==> src/rtl/seg_scan_ctrl.sv <==
// Time-multiplexed scan controller for a multi-digit seven-segment display.
// Values are loaded by valid/ready and swapped in only at frame boundaries.
module seg_scan_ctrl #(
  parameter int unsigned DIGITS         = 4,
  parameter int unsigned REFRESH_DIV    = 100000,
  parameter int unsigned BLANK_CYCLES   = 500,
  parameter bit          ACTIVE_LOW_OUT = 1'b1
) (
  input  logic                      clk_in,
  input  logic                      rst_n,
  input  logic                      enable,
  input  logic [4*DIGITS-1:0]       value_in,
  input  logic [DIGITS-1:0]         dp_in,
  input  logic                      lz_suppress,
  input  logic                      load_valid,
  output logic                      load_ready,
  output logic [DIGITS-1:0]         an_out,
  output logic [6:0]                seg_out,
  output logic                      dp_out,
  output logic [$clog2(DIGITS)-1:0] scan_idx,
  output logic                      frame_done
);

  localparam int unsigned IdxW = $clog2(DIGITS);
  localparam int unsigned PreW = $clog2(REFRESH_DIV);
  localparam logic [PreW-1:0] PreLast   = PreW'(REFRESH_DIV - 1);
  localparam logic [PreW-1:0] BlankLast = PreW'(BLANK_CYCLES - 1);
  localparam logic [IdxW-1:0] IdxLast   = IdxW'(DIGITS - 1);

  typedef enum logic [1:0] {StIdle, StBlank, StDrive} state_e;

  state_e                state_q, state_d;
  logic [PreW-1:0]       presc_q, presc_d;
  logic [IdxW-1:0]       idx_q, idx_d;
  logic [4*DIGITS-1:0]   act_val_q, act_val_d, pend_val_q, pend_val_d;
  logic [DIGITS-1:0]     act_dp_q, act_dp_d, pend_dp_q, pend_dp_d;
  logic                  pend_valid_q, pend_valid_d;
  logic [DIGITS-1:0]     an_q, an_d;
  logic [6:0]            seg_q, seg_d;
  logic                  dp_q, dp_d;
  logic                  fd_q, fd_d;

  logic                  xfer;
  logic                  last_cycle;
  logic [4*DIGITS-1:0]   val_shift;
  logic [3:0]            cur_nib;
  logic [DIGITS-1:0]     sup;
  logic                  hi_zero;
  logic [DIGITS-1:0]     an_h;
  logic [6:0]            seg_h;
  logic                  dp_h;

  function automatic logic [6:0] hex7(input logic [3:0] n);
    case (n)
      4'h0: hex7 = 7'b0111111;
      4'h1: hex7 = 7'b0000110;
      4'h2: hex7 = 7'b1011011;
      4'h3: hex7 = 7'b1001111;
      4'h4: hex7 = 7'b1100110;
      4'h5: hex7 = 7'b1101101;
      4'h6: hex7 = 7'b1111101;
      4'h7: hex7 = 7'b0000111;
      4'h8: hex7 = 7'b1111111;
      4'h9: hex7 = 7'b1101111;
      4'hA: hex7 = 7'b1110111;
      4'hB: hex7 = 7'b1111100;
      4'hC: hex7 = 7'b0111001;
      4'hD: hex7 = 7'b1011110;
      4'hE: hex7 = 7'b1111001;
      4'hF: hex7 = 7'b1110001;
    endcase
  endfunction

  assign xfer       = load_valid && !pend_valid_q;
  assign last_cycle = (state_q == StDrive) && (presc_q == PreLast) && (idx_q == IdxLast);
  assign load_ready = !pend_valid_q;

  always_comb begin
    state_d = state_q;
    presc_d = presc_q;
    idx_d   = idx_q;
    if (!enable) begin
      state_d = StIdle;
      presc_d = '0;
      idx_d   = '0;
    end else begin
      unique case (state_q)
        StIdle: begin
          state_d = StBlank;
          presc_d = '0;
          idx_d   = '0;
        end
        StBlank: begin
          presc_d = presc_q + 1'b1;
          if (presc_q == BlankLast) state_d = StDrive;
        end
        StDrive: begin
          if (presc_q == PreLast) begin
            state_d = StBlank;
            presc_d = '0;
            idx_d   = (idx_q == IdxLast) ? '0 : idx_q + 1'b1;
          end else begin
            presc_d = presc_q + 1'b1;
          end
        end
        default: state_d = StIdle;
      endcase
    end
  end

  // Idle loads go straight to active; while scanning, loads wait for the frame boundary.
  always_comb begin
    act_val_d    = act_val_q;
    act_dp_d     = act_dp_q;
    pend_val_d   = pend_val_q;
    pend_dp_d    = pend_dp_q;
    pend_valid_d = pend_valid_q;
    if (state_q == StIdle) begin
      if (xfer) begin
        act_val_d = value_in;
        act_dp_d  = dp_in;
      end
    end else if (last_cycle) begin
      if (pend_valid_q) begin
        act_val_d    = pend_val_q;
        act_dp_d     = pend_dp_q;
        pend_valid_d = 1'b0;
      end else if (xfer) begin
        act_val_d = value_in;
        act_dp_d  = dp_in;
      end
    end else if (xfer) begin
      pend_val_d   = value_in;
      pend_dp_d    = dp_in;
      pend_valid_d = 1'b1;
    end
  end

  always_comb begin
    val_shift = act_val_q >> {idx_q, 2'b00};
    cur_nib   = val_shift[3:0];
    sup       = '0;
    hi_zero   = 1'b1;
    for (int k = DIGITS - 1; k >= 1; k--) begin
      hi_zero = hi_zero && (act_val_q[4*k +: 4] == 4'h0);
      sup[k]  = lz_suppress && hi_zero && !act_dp_q[k];
    end
    an_h  = '0;
    seg_h = '0;
    dp_h  = 1'b0;
    if (enable && (state_q == StDrive) && !sup[idx_q]) begin
      an_h  = DIGITS'(1) << idx_q;
      seg_h = hex7(cur_nib);
      dp_h  = act_dp_q[idx_q];
    end
    an_d  = an_h ^ {DIGITS{ACTIVE_LOW_OUT}};
    seg_d = seg_h ^ {7{ACTIVE_LOW_OUT}};
    dp_d  = dp_h ^ ACTIVE_LOW_OUT;
    fd_d  = (state_d == StDrive) && (presc_d == PreLast) && (idx_d == IdxLast);
  end

  always_ff @(posedge clk_in or negedge rst_n) begin
    if (!rst_n) begin
      state_q      <= StIdle;
      presc_q      <= '0;
      idx_q        <= '0;
      act_val_q    <= '0;
      act_dp_q     <= '0;
      pend_val_q   <= '0;
      pend_dp_q    <= '0;
      pend_valid_q <= 1'b0;
      an_q         <= {DIGITS{ACTIVE_LOW_OUT}};
      seg_q        <= {7{ACTIVE_LOW_OUT}};
      dp_q         <= ACTIVE_LOW_OUT;
      fd_q         <= 1'b0;
    end else begin
      state_q      <= state_d;
      presc_q      <= presc_d;
      idx_q        <= idx_d;
      act_val_q    <= act_val_d;
      act_dp_q     <= act_dp_d;
      pend_val_q   <= pend_val_d;
      pend_dp_q    <= pend_dp_d;
      pend_valid_q <= pend_valid_d;
      an_q         <= an_d;
      seg_q        <= seg_d;
      dp_q         <= dp_d;
      fd_q         <= fd_d;
    end
  end

  assign an_out     = an_q;
  assign seg_out    = seg_q;
  assign dp_out     = dp_q;
  assign scan_idx   = idx_q;
  assign frame_done = fd_q;

endmodule

==> config.mk <==
export PLATFORM = sky130hd
export DESIGN_NAME = seg_scan_ctrl
export DESIGN_NICKNAME = d
export VERILOG_FILES = /design/src/rtl/seg_scan_ctrl.sv
export SDC_FILE = /design/constraint.sdc
export NUM_CORES = 1
export LEC_CHECK = 0
export ABC_AREA = 1
export BUFFER_PORTS_ARGS = -buffer_cell sky130_fd_sc_hd__buf_2
export CORE_UTILIZATION = 56
export CTS_CLUSTER_SIZE = 20
export DETAILED_ROUTE_END_ITERATION = 12
export GPL_ROUTABILITY_DRIVEN = 0
export PLACE_DENSITY = 0.76
export SYNTH_ARGS = -nofsm -noshare
export SYNTH_HDL_FRONTEND = slang
export SYNTH_SLANG_ARGS = --single-unit
==> constraint.sdc <==
create_clock -name clk_in -period 4.6 [get_ports clk_in]
set_input_delay 0.92 -clock clk_in [delete_from_list [all_inputs] [get_ports clk_in]]
set_output_delay 0.92 -clock clk_in [all_outputs]
set_load 0.05 [all_outputs]
== Yosys cells after proc, flatten, opt, wreduce, memory -nomap -nowiden ==
Memory sizes are Yosys's and may differ from the RTL's.
Cells that the tools add are included.

* Register bits: 75
* Memory bits (read-only): 112
* Bits of input ports: 25
* Output and inout port bits: 16
* Word-level logic and storage cells: 87
* Memories kept: 1

* $add $sub $neg: 2
* Magnitude comparators: 1
* Equality and inequality tests: 8
* Shift operators: 2
* Muxes and demuxes: 28
* Bitwise operators: 5
* Reduce and logical (&&, ||, !) cells: 28

{| class="wikitable"
|+ Memories
! name !! words !! bits a word !! read ports !! clocked after memory_dff !! wr ports !! line !! source
|-
| (no name shown) || 16 || 7 || 1 || 0 || 0 || 54 || <nowiki>case (n)</nowiki>
|}

{| class="wikitable"
|+ Operator list
! kind !! number
|-
| $mux 16 || 4
|-
| $pmux 17 s3 || 1
|-
| $eq 17x17->1 const B || 2
|-
| $mux 17 || 2
|-
| $mux 4 || 5
|-
| $add 17x1->17 const B || 1
|-
| $eq 17x9->1 const B || 1
|-
| $shr 16x4->4 || 1
|-
| $logic_and 1x1->1 || 15
|-
| $logic_not 4->1 || 3
|-
| $mux 2 || 6
|-
| $eq 2x2->1 const B || 4
|-
| $mux 7 || 1
|-
| $not 7->7 || 1
|-
| $pmux 2 s3 || 1
|-
| $logic_not 1->1 || 5
|-
| $mux 1 || 5
|-
| $bmux 1 s2 || 2
|-
| $not 4->4 || 1
|-
| $pmux 2 s2 || 1
|-
| $reduce_bool 2->1 || 2
|-
| $shl 1x2->4 const A || 1
|-
| $lt 2x3->1 const B || 1
|-
| $not 1->1 || 3
|-
| 5 further kinds || 5
|}

== Depth between registers and ports, before layout ==
* Word-level depth: 11
* Depth in mapped cells: 13
* Depth with buffers taken out: 13

== Worst setup path after synthesis ==
No wires, ideal clock.

* Path kind: reg-to-reg
* Start: reg idx_q[0] (netlist: scan_idx[0])
* End: reg seg_q[1] (netlist: seg_out[1])
* Setup time: 0.081 ns
* Data arrival time: 2.072 ns
* Setup slack: 2.447 ns
* Stages on the path, launching flop included: 9
* Path buffers: 2
* Period minus slack after synthesis: 2.153 ns
* Path through: dfrtp_1 > clkbuf_2 > buf_2 > nand2_1 > a32oi_1 > inv_1 > ha_1 > nand2_1 > o211ai_1

* Longest elaborated chain between the ends: 6

{| class="wikitable"
|+ RTL lines
! item !! line !! source
|-
| start: declaration || 34 || <nowiki>logic [IdxW-1:0] idx_q, idx_d;</nowiki>
|-
| start signal: assignment || 179 || <nowiki>idx_q <= idx_d;</nowiki>
|-
| branches (longest 4 deep; another with $mem_v2 16x7) || - ||
|-
| $mux 7 * || 151 || <nowiki>if (enable && (state_q == StDrive) && !sup[idx_q]) begin</nowiki>
|-
| $not 7->7 (no source line) * || - ||
|-
| named net seg_d[1] || 39 || <nowiki>logic [6:0] seg_q, seg_d;</nowiki>
|-
| end signal: assignment || 173 || <nowiki>seg_q <= {7{ACTIVE_LOW_OUT}};</nowiki>
|-
| end signal: assignment || 186 || <nowiki>seg_q <= seg_d;</nowiki>
|-
| end: declaration || 39 ||
|}

Mark *: on every way through the listed nets, which the timed path passes. The select of a mux whose other input is x is not followed.
A chain may end at the register's enable or synchronous reset.

== Final worst setup path ==
* Start: reg presc_q[0]
* End: reg pend_val_q[9]

* Longest elaborated chain between the ends: 5

{| class="wikitable"
|+ RTL lines
! item !! line !! source
|-
| start: declaration || 33 || <nowiki>logic [PreW-1:0] presc_q, presc_d;</nowiki>
|-
| start signal: assignment || 178 || <nowiki>presc_q <= presc_d;</nowiki>
|-
| $eq 17x17->1 || 75 || <nowiki>assign last_cycle = (state_q == StDrive) && (presc_q == PreLast) && (idx_q == IdxLast);</nowiki>
|-
| $logic_and 1x1->1 (2 in series) || 75 ||
|-
| $not 1->1 (no source line) || - ||
|-
| $reduce_and 3->1 (no source line) || - ||
|-
| end signal: assignment || 182 || <nowiki>pend_val_q <= pend_val_d;</nowiki>
|-
| end: declaration || 35 || <nowiki>logic [4*DIGITS-1:0] act_val_q, act_val_d, pend_val_q, pend_val_d;</nowiki>
|}

No other way between the ends.

==> results.cfg <==
[status]
status = completed

[timing]
hold_viol_final = 0
holdWs_ns = 0.477
min_period_ns = 2.73
setup_slack_ns = 1.87
period_share_pct = 59.3
maxSlewViolCount = 0
fin_skew_ns = 0.0149
tightest_slew_ns = 0.920
rsz0062_at_grt = no
setup_violations = 0
finalSetupTns_ns = 0
fmax_ghz = 0.367
slew_headroom_pct = 38.7

[cells_and_area]
n_antenna_cell = 0
fillers = 607
fin_util_pct = 64.6
mostFrequentLayoutCells = 146 x nand2_1, 63 x dfrtp_1, 55 x nor2_1
areaGrowthSynthToFinish_pct = 10.6
final_cell_area_um2 = 4440
drive_gt1_share_pct = 15.7
nets = 590
final_common_cell = nand2_1

[critical_path]
crit_fanout = 41
critPathRequiredTime_ns = 4.90
worstSetupPathType = reg2reg
cp-end-kind = flop
worst_ep_arrival_time_ns = 3.03
rr_worst_depth = 12
startpoint_type = flop

[routing]
antenna_left = 0
drc_errors = 0
vias = 3589
first_iter_violations = 181
routedWlPerCell_um = 13.7
vias_per_cell = 5.47
wl_mm = 8.97
dr.pass1.iters = 5

[place]
dpl_cell_area_um2 = 4250
hpwl_mm = 6.31
preCtsSetupSlack_ns = 1.93
portBuffers = 40

[clock_network]
numCtsBuffers = 9
cts-resized-gates = 0
clk_pin_slew_ns = 0.08
cts_sinks = 75
ctsHoldBuffers = 0
postCtsSetupBuffers = 0
clockRootBuffer = clkbuf_8
clock_latency_ns = 0.36
cts_tree = yes
htreeDepth = 3
cts_buffer_depth = 2

[power_and_ir_drop]
switching_share_pct = 26.9
p_leak_nw = 2.15
pwr-share-seq_pct = 52.6
powerDensity_nw_per_um2 = 299
internal-power_mw = 0.971
p_comb_share_pct = 9.2
p_clk_share_pct = 38.3
p_sw_mw = 0.357
ir_worst_vdd_mv = 0.172

[grt]
grt_pass1_wl_mm = 15.5
gr-usage-all-layers_pct = 26.5
grt_antenna_before_repair = 0
grt_start_max_net_pins = 76
grt_overflow = 0
grt_pass1_vias = 3299

[synthesis]
synth-seq-area-share_pct = 47.1
ys_ff_latch = 75
netlist_area_um2 = 4020
synth_warnings = 0
ys_types = 36
syn_inst = 521
synthesis.nets = 556
syn_avg_cell_area_um2 = 7.71

[min_path]
hold_path_class = reg2reg
min_path_cells = 2

[job]
cap_violations = 0

[floorplan]
core_um2 = 6870
rows = 30
die_width_um = 86.7
start_util_pct = 58.5
die_height_um = 86.7
io_pins = 41
dieArea_um2 = 7510
-- worst paths after layout --
kind | startpoint | endpoint | slack (ns)
min in group asynchronous | rst_n | presc_q[9] | 0.70
max in group asynchronous | rst_n | state_q[0] | 3.31
worst max-delay path | presc_q[0] | pend_val_q[9] | 1.87
worst min-delay path | pend_dp_q[2] | pend_dp_q[2] | 0.48
worst max register to register | presc_q[0] | pend_val_q[9] | 1.87
worst min register to register | pend_dp_q[2] | pend_dp_q[2] | 0.48
-- routing by layer --
layer / global-route usage, % / vias to the layer above / part of all wire, %
met4: 10.8 / 0 / 2.2
met2: 40.7 / 97 / 46
met3: 5.33 / 19 / 4.7
met1: 36.9 / 1685 / 47
li1: - / 1788 / -
met5: 0 / - / 0
-- metrics by stage --
step | instances | power [mW]
after detailed placement | 640 | 0.831
after CTS | 656 | 1.33
final | 656 | 1.33
after global placement | 640 | 0.827
after global routing | 656 | 1.38
after floorplan | 521 | 0.782
-- synth_stat cells --
cell	instances	area, um2
mux2i_1	1	10.0
ha_1	10	125
a31oi_1	3	18.8
nand2_2	5	31.3
o311ai_0	1	8.76
o21bai_1	1	7.51
nor2_1	55	206
o21ai_1	2	10.0
nor2_4	3	33.8
o21ai_0	14	70.1
nor4_1	3	18.8
nand2_4	2	22.5
clkinv_1	1	3.75
buf_4	2	15.0
nand3_2	1	10.0
inv_4	1	6.26
dfrtp_1	63	1580
clkbuf_2	1	5.00
buf_6	2	22.5
nor2_2	2	12.5
nand2_1	146	548
a21oi_1	53	265
dfstp_2	12	315
xor2_1	1	8.76
a32oi_1	1	8.76
inv_2	7	26.3
o22ai_1	20	125
and2_1	1	6.26
buf_2	6	30.0
nand3_1	33	165
nand4_1	9	56.3
nor3_1	7	35.0
clkbuf_1	7	26.3
inv_1	41	154
nand3b_1	1	7.51
o211ai_1	3	22.5
-- critical path, cell delays in order (launching register included) --
cell	delay [ns]
dfrtp_1	0.40
ha_1	0.22
nand3_1	0.22
nor2_1	0.18
nand3_2	0.11
nor2_4	0.14
nand2_2	0.08
nand2_2	0.50
nor2_1	0.09
buf_4	0.23
inv_2	0.29
nand2_1	0.12
nand2_1	0.07
-- logic make-up (layout without fill, tap and decap cells) --
| group | Yosys count | count (layout) | synth area share, % |
|---|---|---|---|
| mux | 1 | 1 | 0.249 |
| compound gates | 98 | 98 | 13.4 |
| buf+inv | 68 | 107 | 7.20 |
| flops | 75 | 75 | 47.1 |
| fa+ha+maj | 10 | 10 | 3.12 |
| simple gates | 268 | 268 | 28.7 |
| xor+xnor | 1 | 1 | 0.218 |
-- registers in the layout (all words and copies together) (netlist names) --
name / cells
presc_q: 17
act_val_q: 16
pend_val_q: 16
seg_out: 7
act_dp_q: 4
an_out: 4
pend_dp_q: 4
scan_idx: 2
state_q: 2
dp_out: 1
frame_done: 1
pend_valid_q: 1
-- cell type report --
type / count / area [um2] / share of cell area (%)
Clock buffer: 10 / 128 / 2.87
Timing Repair Buffer: 41 / 210 / 4.74
Clock inverter: 6 / 65.1 / 1.47
Sequential cell: 75 / 1890 / 42.6
Inverter: 50 / 190 / 4.28
Tap cell: 96 / 120 / 2.71
Multi-Input combinational cell: 378 / 1830 / 41.3
-- power by group through the flow --
stage / logic, mW / clock network, mW / registers, mW
finish: 0.122 / 0.508 / 0.698
global route: 0.141 / 0.539 / 0.701
CTS: 0.121 / 0.514 / 0.698
detailed placement: 0.120 / 0 / 0.710
global placement: 0.117 / 0 / 0.710
floorplan: 0.0769 / 0 / 0.705
No activity file was read; power rests on OpenSTA's default activity.
